===== src/rtl/mem_arb_pkg.sv =====
// rtl/mem_arb_pkg.sv - shared types and constants for the memory port arbiter
//
// Contents:
//   arb_state_t      : arbiter FSM states (IDLE, GRANT_I, GRANT_D)
//   MAX_D_STREAK_DEF : default cap on back-to-back data grants while fetch waits
//   TIMEOUT_DEF      : default number of unanswered cycles before an access aborts
//   ERR_WORD         : read data returned to the requester on an aborted access
package mem_arb_pkg;

    typedef enum logic [1:0] {
        IDLE    = 2'd0,
        GRANT_I = 2'd1,
        GRANT_D = 2'd2
    } arb_state_t;

    localparam int          MAX_D_STREAK_DEF = 4;
    localparam int          TIMEOUT_DEF      = 255;
    localparam logic [31:0] ERR_WORD         = 32'hDEADBEEF;

endpackage


===== src/rtl/mem_port_arbiter.sv =====
// rtl/mem_port_arbiter.sv - shares one memory port between instruction fetch and data access
//
// Ports:
//   clk, reset                         : clock, asynchronous active-low reset
//   if_req, if_addr                    : fetch read request and address
//   dm_req, dm_we, dm_addr,
//   dm_wdata, dm_be                    : data request, write flag, address, write data, byte enables
//   mem_req, mem_we, mem_addr,
//   mem_wdata, mem_be                  : registered shared memory port command
//   mem_ready, mem_rdata               : memory completion and read data
//   if_done, if_rdata                  : fetch completion pulse and captured read data
//   dm_done, dm_rdata                  : data completion pulse and captured read data
//   err                                : one-cycle pulse when an access times out
//   stall_f, stall_m                   : requester stalls (request pending, not yet done)
module mem_port_arbiter
    import mem_arb_pkg::*;
#(
    parameter int MAX_D_STREAK = MAX_D_STREAK_DEF,
    parameter int TIMEOUT      = TIMEOUT_DEF
) (
    input  logic        clk,
    input  logic        reset,
    input  logic        if_req,
    input  logic [31:0] if_addr,
    input  logic        dm_req,
    input  logic        dm_we,
    input  logic [31:0] dm_addr,
    input  logic [31:0] dm_wdata,
    input  logic [3:0]  dm_be,
    output logic        mem_req,
    output logic        mem_we,
    output logic [31:0] mem_addr,
    output logic [31:0] mem_wdata,
    output logic [3:0]  mem_be,
    input  logic        mem_ready,
    input  logic [31:0] mem_rdata,
    output logic        if_done,
    output logic [31:0] if_rdata,
    output logic        dm_done,
    output logic [31:0] dm_rdata,
    output logic        err,
    output logic        stall_f,
    output logic        stall_m
);

    localparam logic [2:0] STREAK_MAX = 3'(MAX_D_STREAK);
    localparam logic [7:0] TIMEOUT_LIM = 8'(TIMEOUT);

    arb_state_t  state, state_n;
    logic        mem_req_n, mem_we_n;
    logic [31:0] mem_addr_n, mem_wdata_n;
    logic [3:0]  mem_be_n;
    logic        if_done_n, dm_done_n, err_n;
    logic [31:0] if_rdata_n, dm_rdata_n;
    logic [2:0]  streak, streak_n;
    logic [7:0]  tcnt, tcnt_n, tcnt_inc;
    // Held low through the first edge after reset release so that the
    // earliest grant lands on the second edge.
    logic        arb_en, arb_en_n;
    logic        streak_sat;

    assign streak_sat = (streak == STREAK_MAX);
    assign tcnt_inc   = tcnt + 8'd1;

    always_comb begin
        state_n     = state;
        mem_req_n   = mem_req;
        mem_we_n    = mem_we;
        mem_addr_n  = mem_addr;
        mem_wdata_n = mem_wdata;
        mem_be_n    = mem_be;
        if_done_n   = 1'b0;
        dm_done_n   = 1'b0;
        err_n       = 1'b0;
        if_rdata_n  = if_rdata;
        dm_rdata_n  = dm_rdata;
        streak_n    = streak;
        tcnt_n      = tcnt;
        arb_en_n    = 1'b1;

        case (state)
            IDLE: begin
                // While a done pulse is out, the finishing requester still
                // presents its old request; skip arbitration for that edge.
                if (arb_en && !if_done && !dm_done) begin
                    if (dm_req && !(if_req && streak_sat)) begin
                        state_n     = GRANT_D;
                        mem_req_n   = 1'b1;
                        mem_we_n    = dm_we;
                        mem_addr_n  = dm_addr;
                        mem_wdata_n = dm_wdata;
                        mem_be_n    = dm_be;
                        tcnt_n      = 8'd0;
                        // Only count streaks that actually keep fetch waiting.
                        streak_n    = if_req ? streak + 3'd1 : 3'd0;
                    end else if (if_req) begin
                        state_n    = GRANT_I;
                        mem_req_n  = 1'b1;
                        mem_we_n   = 1'b0;
                        mem_addr_n = if_addr;
                        mem_be_n   = 4'hF;
                        tcnt_n     = 8'd0;
                        streak_n   = 3'd0;
                    end
                end
            end
            GRANT_I, GRANT_D: begin
                if (mem_ready) begin
                    state_n   = IDLE;
                    mem_req_n = 1'b0;
                    if (state == GRANT_I) begin
                        if_done_n  = 1'b1;
                        if_rdata_n = mem_rdata;
                    end else begin
                        dm_done_n  = 1'b1;
                        dm_rdata_n = mem_rdata;
                    end
                end else begin
                    tcnt_n = tcnt_inc;
                    if (tcnt_inc == TIMEOUT_LIM) begin
                        state_n   = IDLE;
                        mem_req_n = 1'b0;
                        err_n     = 1'b1;
                        if (state == GRANT_I) begin
                            if_done_n  = 1'b1;
                            if_rdata_n = ERR_WORD;
                        end else begin
                            dm_done_n  = 1'b1;
                            dm_rdata_n = ERR_WORD;
                        end
                    end
                end
            end
            default: begin
                state_n   = IDLE;
                mem_req_n = 1'b0;
            end
        endcase
    end

    always_ff @(posedge clk or negedge reset) begin
        if (!reset) begin
            state     <= IDLE;
            mem_req   <= 1'b0;
            mem_we    <= 1'b0;
            mem_addr  <= 32'd0;
            mem_wdata <= 32'd0;
            mem_be    <= 4'd0;
            if_done   <= 1'b0;
            dm_done   <= 1'b0;
            err       <= 1'b0;
            if_rdata  <= 32'd0;
            dm_rdata  <= 32'd0;
            streak    <= 3'd0;
            tcnt      <= 8'd0;
            arb_en    <= 1'b0;
        end else begin
            state     <= state_n;
            mem_req   <= mem_req_n;
            mem_we    <= mem_we_n;
            mem_addr  <= mem_addr_n;
            mem_wdata <= mem_wdata_n;
            mem_be    <= mem_be_n;
            if_done   <= if_done_n;
            dm_done   <= dm_done_n;
            err       <= err_n;
            if_rdata  <= if_rdata_n;
            dm_rdata  <= dm_rdata_n;
            streak    <= streak_n;
            tcnt      <= tcnt_n;
            arb_en    <= arb_en_n;
        end
    end

    assign stall_f = if_req & ~if_done;
    assign stall_m = dm_req & ~dm_done;

endmodule


===== config.mk =====
export PLATFORM = sky130hd
export DESIGN_NAME = mem_port_arbiter
export DESIGN_NICKNAME = d
export VERILOG_FILES = /design/src/rtl/mem_arb_pkg.sv /design/src/rtl/mem_port_arbiter.sv
export SDC_FILE = /design/constraint.sdc
export NUM_CORES = 1
export LEC_CHECK = 0
export ABC_AREA = 1
export CORE_AREA = 2 2 127 129
export CTS_BUF_LIST = sky130_fd_sc_hd__clkbuf_2 sky130_fd_sc_hd__clkbuf_4 sky130_fd_sc_hd__clkbuf_8
export DETAILED_ROUTE_END_ITERATION = 6
export DIE_AREA = 0 0 129 131
export PLACE_DENSITY_LB_ADDON = 0.2
export SKIP_LAST_GASP = 1
export SLEW_MARGIN = 20
export SYNTH_ARGS = -nofsm -noshare
export SYNTH_HDL_FRONTEND = slang
export SYNTH_SLANG_ARGS = --single-unit
export TNS_END_PERCENT = 10

===== constraint.sdc =====
create_clock -name clk -period 1.9 [get_ports clk]
set_input_delay 0.19 -clock clk [delete_from_list [all_inputs] [get_ports clk]]
set_output_delay 0.19 -clock clk [all_outputs]
set_load 0.01 [all_outputs]

==> impl_metrics.py, run 1 <==
metrics = {
    "min_path": {
        "hp-class": "in2async",
    },
    "synthesis": {
        "synthCells": 771,
        "synthMuxAreaShare_pct": 0,
        "ys_ff_latch": 151,
        "synth-edff-count": 0,
        "synth_cell_types": 28,
        "syn_avg_cell_area_um2": 8.64,
        "synth_adder_area_share_pct": 1.13,
        "async_flop_share_pct": 100,
        "synth_compound_area_share_pct": 6.97,
        "synth_largest_area_cell": "dfrtp_1",
        "synth.most_common_cell": "nand2_1",
        "synth-xor-area-share_pct": 0.131,
        "synth_top_family_by_area": "simple AND/OR/NAND/NOR gates",
        "synth_area_um2": 6660,
        "synth-simple-area-share_pct": 29.2,
        "synth_area_leaders": "dfrtp_1 57%, nand2_1 16%, nand4_1 6.0%",
        "synthTopCellsByCount": "292 x nand2_1, 151 x dfrtp_1, 64 x nand4_1",
        "ys.flop_type": "dfrtp_1",
        "syn-num-nets": 915,
        "yosysWarnings": 0,
        "yosysSeqAreaShare_pct": 56.7,
        "netlist.area_leader.share_pct": 56.7,
    },
    "timing": {
        "finalSetupTns_ns": 0,
        "setup_viol": 0,
        "max_freq_mhz": 538,
        "maxSlewHeadroom_pct": 61.0,
        "worst_pin_slew_ns": 0.583,
        "fin_crit_sh_pct": 97.8,
        "finalMaxSlewViolations": 0,
        "holdWs_ns": 0.202,
        "grt_setup_unrepaired": "true",
        "hold_viol": 0,
        "period_needed_ns": 1.86,
        "skew_ns": 0.00647,
    },
    "clocking": {
        "cts_buffers": 17,
        "htreeDepth": 4,
        "path_clk_slew_ns": 0.08,
        "cts_tree": "yes",
        "clock_path_buffers": 2,
        "ctsRootBufferMaster": "clkbuf_8",
        "clock_sinks": 151,
        "clkLatencyLatePin_ns": 0.45,
    },
    "pwr": {
        "vdd_ir_drop_max_uv": 806,
        "cellLeakagePower_uw": 0.00483,
        "power.density_nw_per_um2": 1520,
        "seqPwrFrac_pct": 34.7,
        "power_frac_comb_pct": 48.2,
        "switching_share_pct": 36.7,
        "p_clk_share_pct": 17.1,
        "p_int_uw": 9930,
        "p_switching_uw": 5750,
    },
    "setup_path": {
        "r2r-start": "tcnt[0]",
        "critPathLaunch": "tcnt[0]",
        "crit_type": "reg2reg",
        "critPathRequiredTime_ns": 2.24,
        "r2r_slack_ns": 0.04,
        "critPathArrivalTime_ns": 2.20,
        "critPathMaxFanout": 8,
        "end_kind": "flop",
        "start_kind": "flop",
    },
    "detailed_routing": {
        "vias": 6278,
        "dr.pass1.iters": 4,
        "wirelength_um": 19700,
        "drc_errors": 0,
        "via_per_inst": 4.89,
        "antenna_left": 0,
        "drtIter0Drc": 267,
        "routedWlPerCell_um": 15.3,
    },
    "floorplan": {
        "ios": 277,
        "die_area_um2": 16900,
        "initial_core_util_pct": 42.7,
        "num_rows": 46,
        "die_x_um": 129,
        "die_h_um": 131,
        "coreArea_um2": 15600,
    },
    "flow_run": {
        "cap_violations": 0,
    },
    "outcome": {
        "status": "finished, final reports clean",
    },
    "global_routing": {
        "grt_pass1_wl_um": 30100,
        "grt_max_degree": 43,
        "antenna_found_initial": 0,
        "track_usage_pct": 22.7,
        "gr-total-overflow": 0,
        "first_global_vias": 5947,
    },
    "place": {
        "portBuffers": 276,
        "gp_congestion": 0.840,
        "dp_hpwl_um": 13300,
    },
    "finish": {
        "diodes": 0,
        "fillers": 1270,
        "area.growth.synth_to_final_pct": 55.1,
        "nNetsFinal": 1198,
        "layout-drive-gt1-share_pct": 11.2,
        "fin_util_pct": 66.3,
    },
}
-- power groups by stage --
stage	Sequential, uW	Combinational [uW]	Clock [uW]
5_1_grt	5620	8220	2860
4_1_cts	5430	7380	2750
6_report	5450	7550	2680
3_5_place_dp	5470	7360	0
2_1_floorplan	6070	2630	0
3_3_place_gp	5440	7240	0
-- area by class of cell --
cell class	instances	area, um2	share of cell area, %
Multi-Input combinational cell	536	2550	24.7
Clock buffer	19	249	2.41
Tap cell	216	270	2.62
Inverter	34	130	1.26
Timing Repair Buffer	314	3180	30.7
Clock inverter	13	180	1.74
Sequential cell	151	3780	36.6
-- through the flow --
step | cells | instance area, um2 | power (uW) | worst slack (ns)
3_3_place_gp | 1242 | 9730 | 12700 | 0.0553
2_1_floorplan | 771 | 6660 | 8700 | 0.178
6_report | 1283 | 10300 | 15700 | 0.0419
5_1_grt | 1283 | 10300 | 16700 | -0.0844
4_1_cts | 1275 | 10200 | 15600 | 0.0222
3_5_place_dp | 1242 | 9730 | 12800 | 0.0372
-- worst max-delay path, stage by stage, from the launching register on --
cell	delay [ns]
dfrtp_2	0.45
ha_4	0.18
nand2_1	0.07
nand2_1	0.06
nor2_1	0.08
nand3_1	0.09
nor2_2	0.13
nand2_2	0.09
nand2_4	0.12
nand3_4	0.14
clkbuf_16	0.21
nand2_1	0.07
nand2_1	0.05
-- cells in the final DEF (no fill, tap or decap), types with 2 or more instances in the layout --
master,n
dfrtp_1,150
o22a_1,4
nand3_1,12
inv_1,28
nor2_2,4
buf_4,25
clkinv_2,4
or2_2,24
a21oi_1,3
clkbuf_8,17
nand2_1,290
o21ai_1,33
nand2_4,2
buf_12,6
clkinv_4,2
nand3_2,3
nor2_4,2
nand2_2,3
buf_6,5
nand4_1,64
nor2_1,36
bufinv_16,4
o21ai_0,38
inv_2,5
clkinvlp_4,3
clkbuf_16,2
clkbuf_4,2
clkdlybuf4s50_1,275
ha_1,4
o22ai_1,6
-- repair_timing --
item                                    in CTS  in global routing
endpoints found under the hold margin       75                  0
hold buffers                                 1                  0
resized for setup                            0                 16
buffers inserted                             0                  5
endpoints found under the setup margin       0                 69
-- per-layer routing --
layer / global-route usage [%] / vias to the layer above / part of all wire, % / routed length, um
met5: 0 / - / 0 / 0
met4: 8.12 / 0 / 1.8 / 352
met3: 6.88 / 33 / 7.5 / 1480
met2: 37.3 / 208 / 49 / 9720
met1: 28.7 / 2961 / 41 / 8120
li1: - / 3076 / - / -
-- final timing paths --
kind,cells past startpoint,end
worst max-delay path,12,dm_rdata[25]
worst min-delay path,2,mem_addr[26]
worst max register to register,12,dm_rdata[25]
worst min register to register,2,if_rdata[12]
max in group asynchronous,3,mem_addr[4]
min in group clk,3,mem_wdata[6]
-- registers in the layout, indices dropped and copies added (netlist names) --
| signal | flops |
|---|---|
| state | 2 |
| if_rdata | 32 |
| if_done | 1 |
| dm_done | 1 |
| err | 1 |
| arb_en | 1 |
| mem_be | 4 |
| mem_req | 1 |
| tcnt | 8 |
| mem_addr | 32 |
| mem_wdata | 32 |
| streak | 3 |
| dm_rdata | 32 |
| mem_we | 1 |
-- cells by family after synthesis --
family	Yosys count
other	1
adders and majority gates	6
buffers and inverters	84
DFF	151
AOI/OAI and AO/OA	86
and+or+nand+nor	442
xor gates and xnor gates	1
Power figures use the tool's default switching activity.
==> run 2, diff against run 1 <==
SETUP_SLACK_MARGIN = 0.05   (was not set)
==> run 2 against run 1 <==
Combinational power about the same. Clock power about the same. Routed wire length down 0.56%. Critical path type unchanged. Clock skew down 0.00083 ns. Critical endpoint unchanged. Via count up 0.62%. Count of clock-buffer cells in the layout unchanged. Die area unchanged.
==> impl_metrics.py, run 2 (synthesized netlist as in run 1, its figures left out) <==
metrics = {
    "clocking": {
        "path_clk_slew_ns": 0.08,
        "clock_sinks": 151,
        "clkLatencyLatePin_ns": 0.44,
        "clock_path_buffers": 2,
        "cts_buffers": 17,
        "htreeDepth": 4,
        "ctsRootBufferMaster": "clkbuf_8",
        "cts_tree": "yes",
    },
    "setup_path": {
        "critPathRequiredTime_ns": 2.24,
        "crit_type": "reg2reg",
        "critPathArrivalTime_ns": 2.18,
        "start_kind": "flop",
        "end_kind": "flop",
        "critPathMaxFanout": 8,
    },
    "floorplan": {
        "num_rows": 46,
        "die_area_um2": 16900,
        "die_h_um": 131,
        "ios": 277,
        "coreArea_um2": 15600,
        "initial_core_util_pct": 42.7,
        "die_x_um": 129,
    },
    "outcome": {
        "status": "finished, final reports clean",
    },
    "timing": {
        "fin_crit_sh_pct": 97.1,
        "finalSetupTns_ns": 0,
        "period_needed_ns": 1.84,
        "max_freq_mhz": 542,
        "maxSlewHeadroom_pct": 60.2,
        "setup_viol": 0,
        "finalMaxSlewViolations": 0,
        "grt_setup_unrepaired": "true",
        "worst_pin_slew_ns": 0.596,
        "holdWs_ns": 0.204,
        "skew_ns": 0.00564,
        "hold_viol": 0,
    },
    "detailed_routing": {
        "via_per_inst": 4.92,
        "drc_errors": 0,
        "routedWlPerCell_um": 15.2,
        "vias": 6317,
        "dr.pass1.iters": 4,
        "drtIter0Drc": 274,
        "wirelength_um": 19600,
        "antenna_left": 0,
    },
    "global_routing": {
        "first_global_vias": 5962,
        "antenna_found_initial": 0,
        "gr-total-overflow": 0,
        "grt_max_degree": 43,
        "grt_pass1_wl_um": 30100,
        "track_usage_pct": 22.7,
    },
    "place": {
        "gp_congestion": 0.840,
        "portBuffers": 276,
        "dp_hpwl_um": 13300,
        "place_area_um2": 9730,
    },
    "finish": {
        "diodes": 0,
        "fin_util_pct": 66.3,
        "layout_common_cells": "290 x nand2_1, 275 x clkdlybuf4s50_1, 150 x dfrtp_1",
        "multi_input_area_um2": 2550,
        "fillers": 1268,
        "layout-drive-gt1-share_pct": 11.3,
        "nNetsFinal": 1199,
        "final_common_cell": "nand2_1",
        "fin_area_um2": 10300,
        "area.growth.synth_to_final_pct": 55.2,
        "regArea_um2": 3780,
    },
    "pwr": {
        "vdd_ir_drop_max_uv": 807,
        "cellLeakagePower_uw": 0.00484,
        "p_total_uw": 15700,
        "power.density_nw_per_um2": 1520,
    },
    "min_path": {
        "hp-class": "in2async",
    },
    "flow_run": {
        "cap_violations": 0,
    },
}
run 2: worst max-delay path, cell delays in order (launching register included):
cell and delay [ns]:
dfrtp_2 0.45, ha_4 0.18, nand2_1 0.07, nand2_1 0.06, nor2_1 0.08, nand3_1 0.09, nor2_2 0.13, nand2_2 0.09
nand2_4 0.12, nand3_4 0.14, clkbuf_16 0.21, nand2_1 0.07, nand2_1 0.05
run 2: worst paths after layout:
| path | slack (ns) | to | cells past startpoint | from |
|---|---|---|---|---|
| setup reg to reg | 0.06 | dm_rdata[25] | 12 | tcnt[0] |
| max in group asynchronous | 1.06 | mem_addr[4] | 3 | reset |
| min in group clk | 0.27 | mem_wdata[6] | 3 | dm_wdata[6] |
| hold reg to reg | 0.47 | if_rdata[12] | 2 | if_rdata[12] |
| hold / removal | 0.20 | mem_addr[26] | 2 | reset |
| setup / recovery | 0.06 | dm_rdata[25] | 12 | tcnt[0] |
run 2: layout make-up:
class / count / area share, %
Inverter: 34 / 1.26
Clock inverter: 13 / 1.74
Timing Repair Buffer: 315 / 30.8
Sequential cell: 151 / 36.6
Multi-Input combinational cell: 536 / 24.6
Tap cell: 216 / 2.61
Clock buffer: 19 / 2.41
run 2: where the power goes:
| group | switching [uW] | internal, uW |
|---|---|---|
| Combinational | 3710 | 3840 |
| Clock | 1220 | 1450 |
| Sequential | 799 | 4650 |
| Total | 5740 | 9940 |
run 2: metrics by stage:
stage	setup slack (ns)	instances
2_1_floorplan	0.178	771
3_3_place_gp	0.0553	1242
3_5_place_dp	0.0372	1242
4_1_cts	0.0664	1276
5_1_grt	-0.103	1284
6_report	0.0552	1284
run 2: timing repair:
action                     4_1_cts  5_1_grt
gates cloned                     0        3
resized for setup                1       15
setup endpoints to repair       34       70
hold endpoints to repair        75        0
buffers inserted                 1        5
hold buffers                     1        0
pin swaps                        0       10
run 2: layer usage:
layer	global-route usage (%)	wire length, um	up-vias
met5	0	0	-
met3	6.88	1460	30
met2	37.2	9640	203
li1	-	-	3083
met1	28.6	8140	3001
met4	8.31	325	0
==> run 3, diff against run 2 <==
CORE_AREA = 2 2 133 135   (was 2 2 127 129)
CTS_BUF_LIST = sky130_fd_sc_hd__clkbuf_8   (was sky130_fd_sc_hd__clkbuf_2 sky130_fd_sc_hd__clkbuf_4 sky130_fd_sc_hd__clkbuf_8)
DIE_AREA = 0 0 135 137   (was 0 0 129 131)
==> run 3 against run 2 <==
Sequential cell count unchanged. Combinational power decreased by 2%. Routed wire length increased by 0.41%. Final cell count increased by 0.31%. Global-route usage decreased by 1.5 points. Die area increased by 9.4%. Utilization decreased by 6.5 points. Clock power decreased by 12%. Critical endpoint is now if_rdata[29].
==> impl_metrics.py, run 3 (synthesized netlist as in run 1, its figures left out) <==
metrics = {
    "finish": {
        "regArea_um2": 3780,
        "layoutNonFillerInstCount": 1288,
        "fin_util_pct": 59.8,
        "nNetsFinal": 1194,
        "multi_input_area_um2": 2510,
        "area.growth.synth_to_final_pct": 53.2,
        "layout_common_cells": "292 x nand2_1, 275 x clkdlybuf4s50_1, 151 x dfrtp_1",
        "diodes": 0,
        "final_common_cell": "nand2_1",
        "fillers": 1538,
        "layout-drive-gt1-share_pct": 10.4,
    },
    "flow_run": {
        "cap_violations": 0,
    },
    "setup_path": {
        "end_kind": "flop",
        "setup.worst_path.end": "if_rdata[29]",
        "critPathLaunch": "tcnt[0]",
        "cp_top_family": "simple AND/OR/NAND/NOR gates",
        "critPathMaxFanout": 30,
        "slowest_delay_ns": 0.43,
        "crit_path_cell_trace": "ha_4, nand3_1, o21ai_1, nand2_1, nor2_2, nand2_2, nand2_4, nand3_2, buf_12, nand2_1, nand2_1",
        "r2r-start": "tcnt[0]",
        "worst_path_most_repeated_cell": "nand2_1",
        "crit_type": "reg2reg",
        "timing.rr.end": "if_rdata[29]",
        "r2r_slack_ns": 0.08,
        "critPathRequiredTime_ns": 2.25,
        "cp.depth": 11,
        "start_kind": "flop",
        "crit_slowest_cell": "dfrtp_1",
        "cp_num_buf_inv": 1,
        "reg2reg_depth": 11,
        "critPathArrivalTime_ns": 2.17,
    },
    "clocking": {
        "ctsRootBufferMaster": "clkbuf_8",
        "clkLatencyLatePin_ns": 0.46,
        "path_clk_slew_ns": 0.10,
        "clock_sinks": 151,
        "htreeDepth": 4,
        "clock_path_buffers": 2,
        "cts_buffers": 17,
        "cts_tree": "yes",
    },
    "detailed_routing": {
        "routedWlPerCell_um": 15.3,
        "via_per_inst": 4.86,
        "drtIter0Drc": 370,
        "vias": 6255,
        "drc_errors": 0,
        "wirelength_um": 19600,
        "dr.pass1.iters": 5,
        "antenna_left": 0,
    },
    "place": {
        "dp.cells": 1254,
        "dp_hpwl_um": 13500,
        "pre_cts_slack_ns": 0.00532,
        "portBuffers": 276,
        "gp_congestion": 0.848,
    },
    "timing": {
        "finalMaxSlewViolations": 0,
        "maxSlewHeadroom_pct": 63.9,
        "setup_viol": 0,
        "setup_slack_ns": 0.0819,
        "finalSetupTns_ns": 0,
        "hold_viol": 0,
        "skew_ns": 0.0110,
        "fin_crit_sh_pct": 95.7,
        "grt_setup_unrepaired": "true",
        "max_freq_mhz": 550,
        "period_needed_ns": 1.82,
        "worst_pin_slew_ns": 0.541,
    },
    "floorplan": {
        "ios": 277,
        "die_x_um": 135,
        "die_area_um2": 18500,
        "num_rows": 48,
        "initial_core_util_pct": 39.1,
        "die_h_um": 137,
        "coreArea_um2": 17100,
    },
    "pwr": {
        "power.density_nw_per_um2": 1490,
        "cellLeakagePower_uw": 0.00477,
        "vdd_ir_drop_max_uv": 700,
    },
    "global_routing": {
        "track_usage_pct": 21.2,
        "first_global_vias": 6060,
        "grt_max_degree": 51,
        "gr-total-overflow": 0,
        "grt_pass1_wl_um": 30800,
        "antenna_found_initial": 0,
    },
    "min_path": {
        "hp-class": "in2async",
    },
    "outcome": {
        "status": "finished, final reports clean",
    },
}
-- run 3: metal layers --
layer | global-route usage, % | part of all wire (%) | up-vias
met5 | 0 | 0 | -
met2 | 34.5 | 47 | 233
met3 | 7.63 | 8.3 | 26
met1 | 26.6 | 43 | 2921
li1 | - | - | 3075
met4 | 6.66 | 1.9 | 0
-- run 3: timing repair --
action	CTS	global route
gates resized for setup	1	3
setup endpoints to repair	63	82
endpoints found under the hold margin	45	0
pin swaps	0	1
gates cloned	0	0
hold buffers	1	0
buffers inserted	1	0
-- run 3: layout make-up --
class                      instances  share of cell area (%)
sequential                       151                    37.0
timing repair buffer             310                    30.7
multi-input combinational        536                    24.6
tap                              225                    2.76
clock buffer                      17                    2.29
clock inverter                    15                    1.34
inverter                          34                    1.25
-- run 3: through the flow --
step | power [uW] | cell area, um2 | hold slack [ns]
3_5_place_dp | 12900 | 9800 | 0.176
3_3_place_gp | 12800 | 9800 | 0.174
5_1_grt | 16300 | 10200 | 0.230
4_1_cts | 15400 | 10200 | 0.225
2_1_floorplan | 8700 | 6660 | -0.106
6_report | 15200 | 10200 | 0.236
-- run 3: worst min path at each step --
stage / startpoint / endpoint / slack (ns) / cells after the start
after floorplan: reset / arb_en / -0.11 / 0
after global placement: reset / if_rdata[25] / 0.17 / 1
after detailed placement: reset / if_rdata[23] / 0.18 / 1
after CTS: reset / if_rdata[23] / 0.23 / 2
after global routing: dm_wdata[26] / mem_wdata[26] / 0.23 / 3
final: reset / if_rdata[23] / 0.24 / 2
-- run 3: where the power goes --
part	leakage [uW]	switching [uW]	total [uW]	internal, uW
combinational	0.00270	3660	7420	3760
clock	0.000187	1400	2360	961
sequential	0.00188	807	5450	4640
total	0.00477	5870	15200	9360
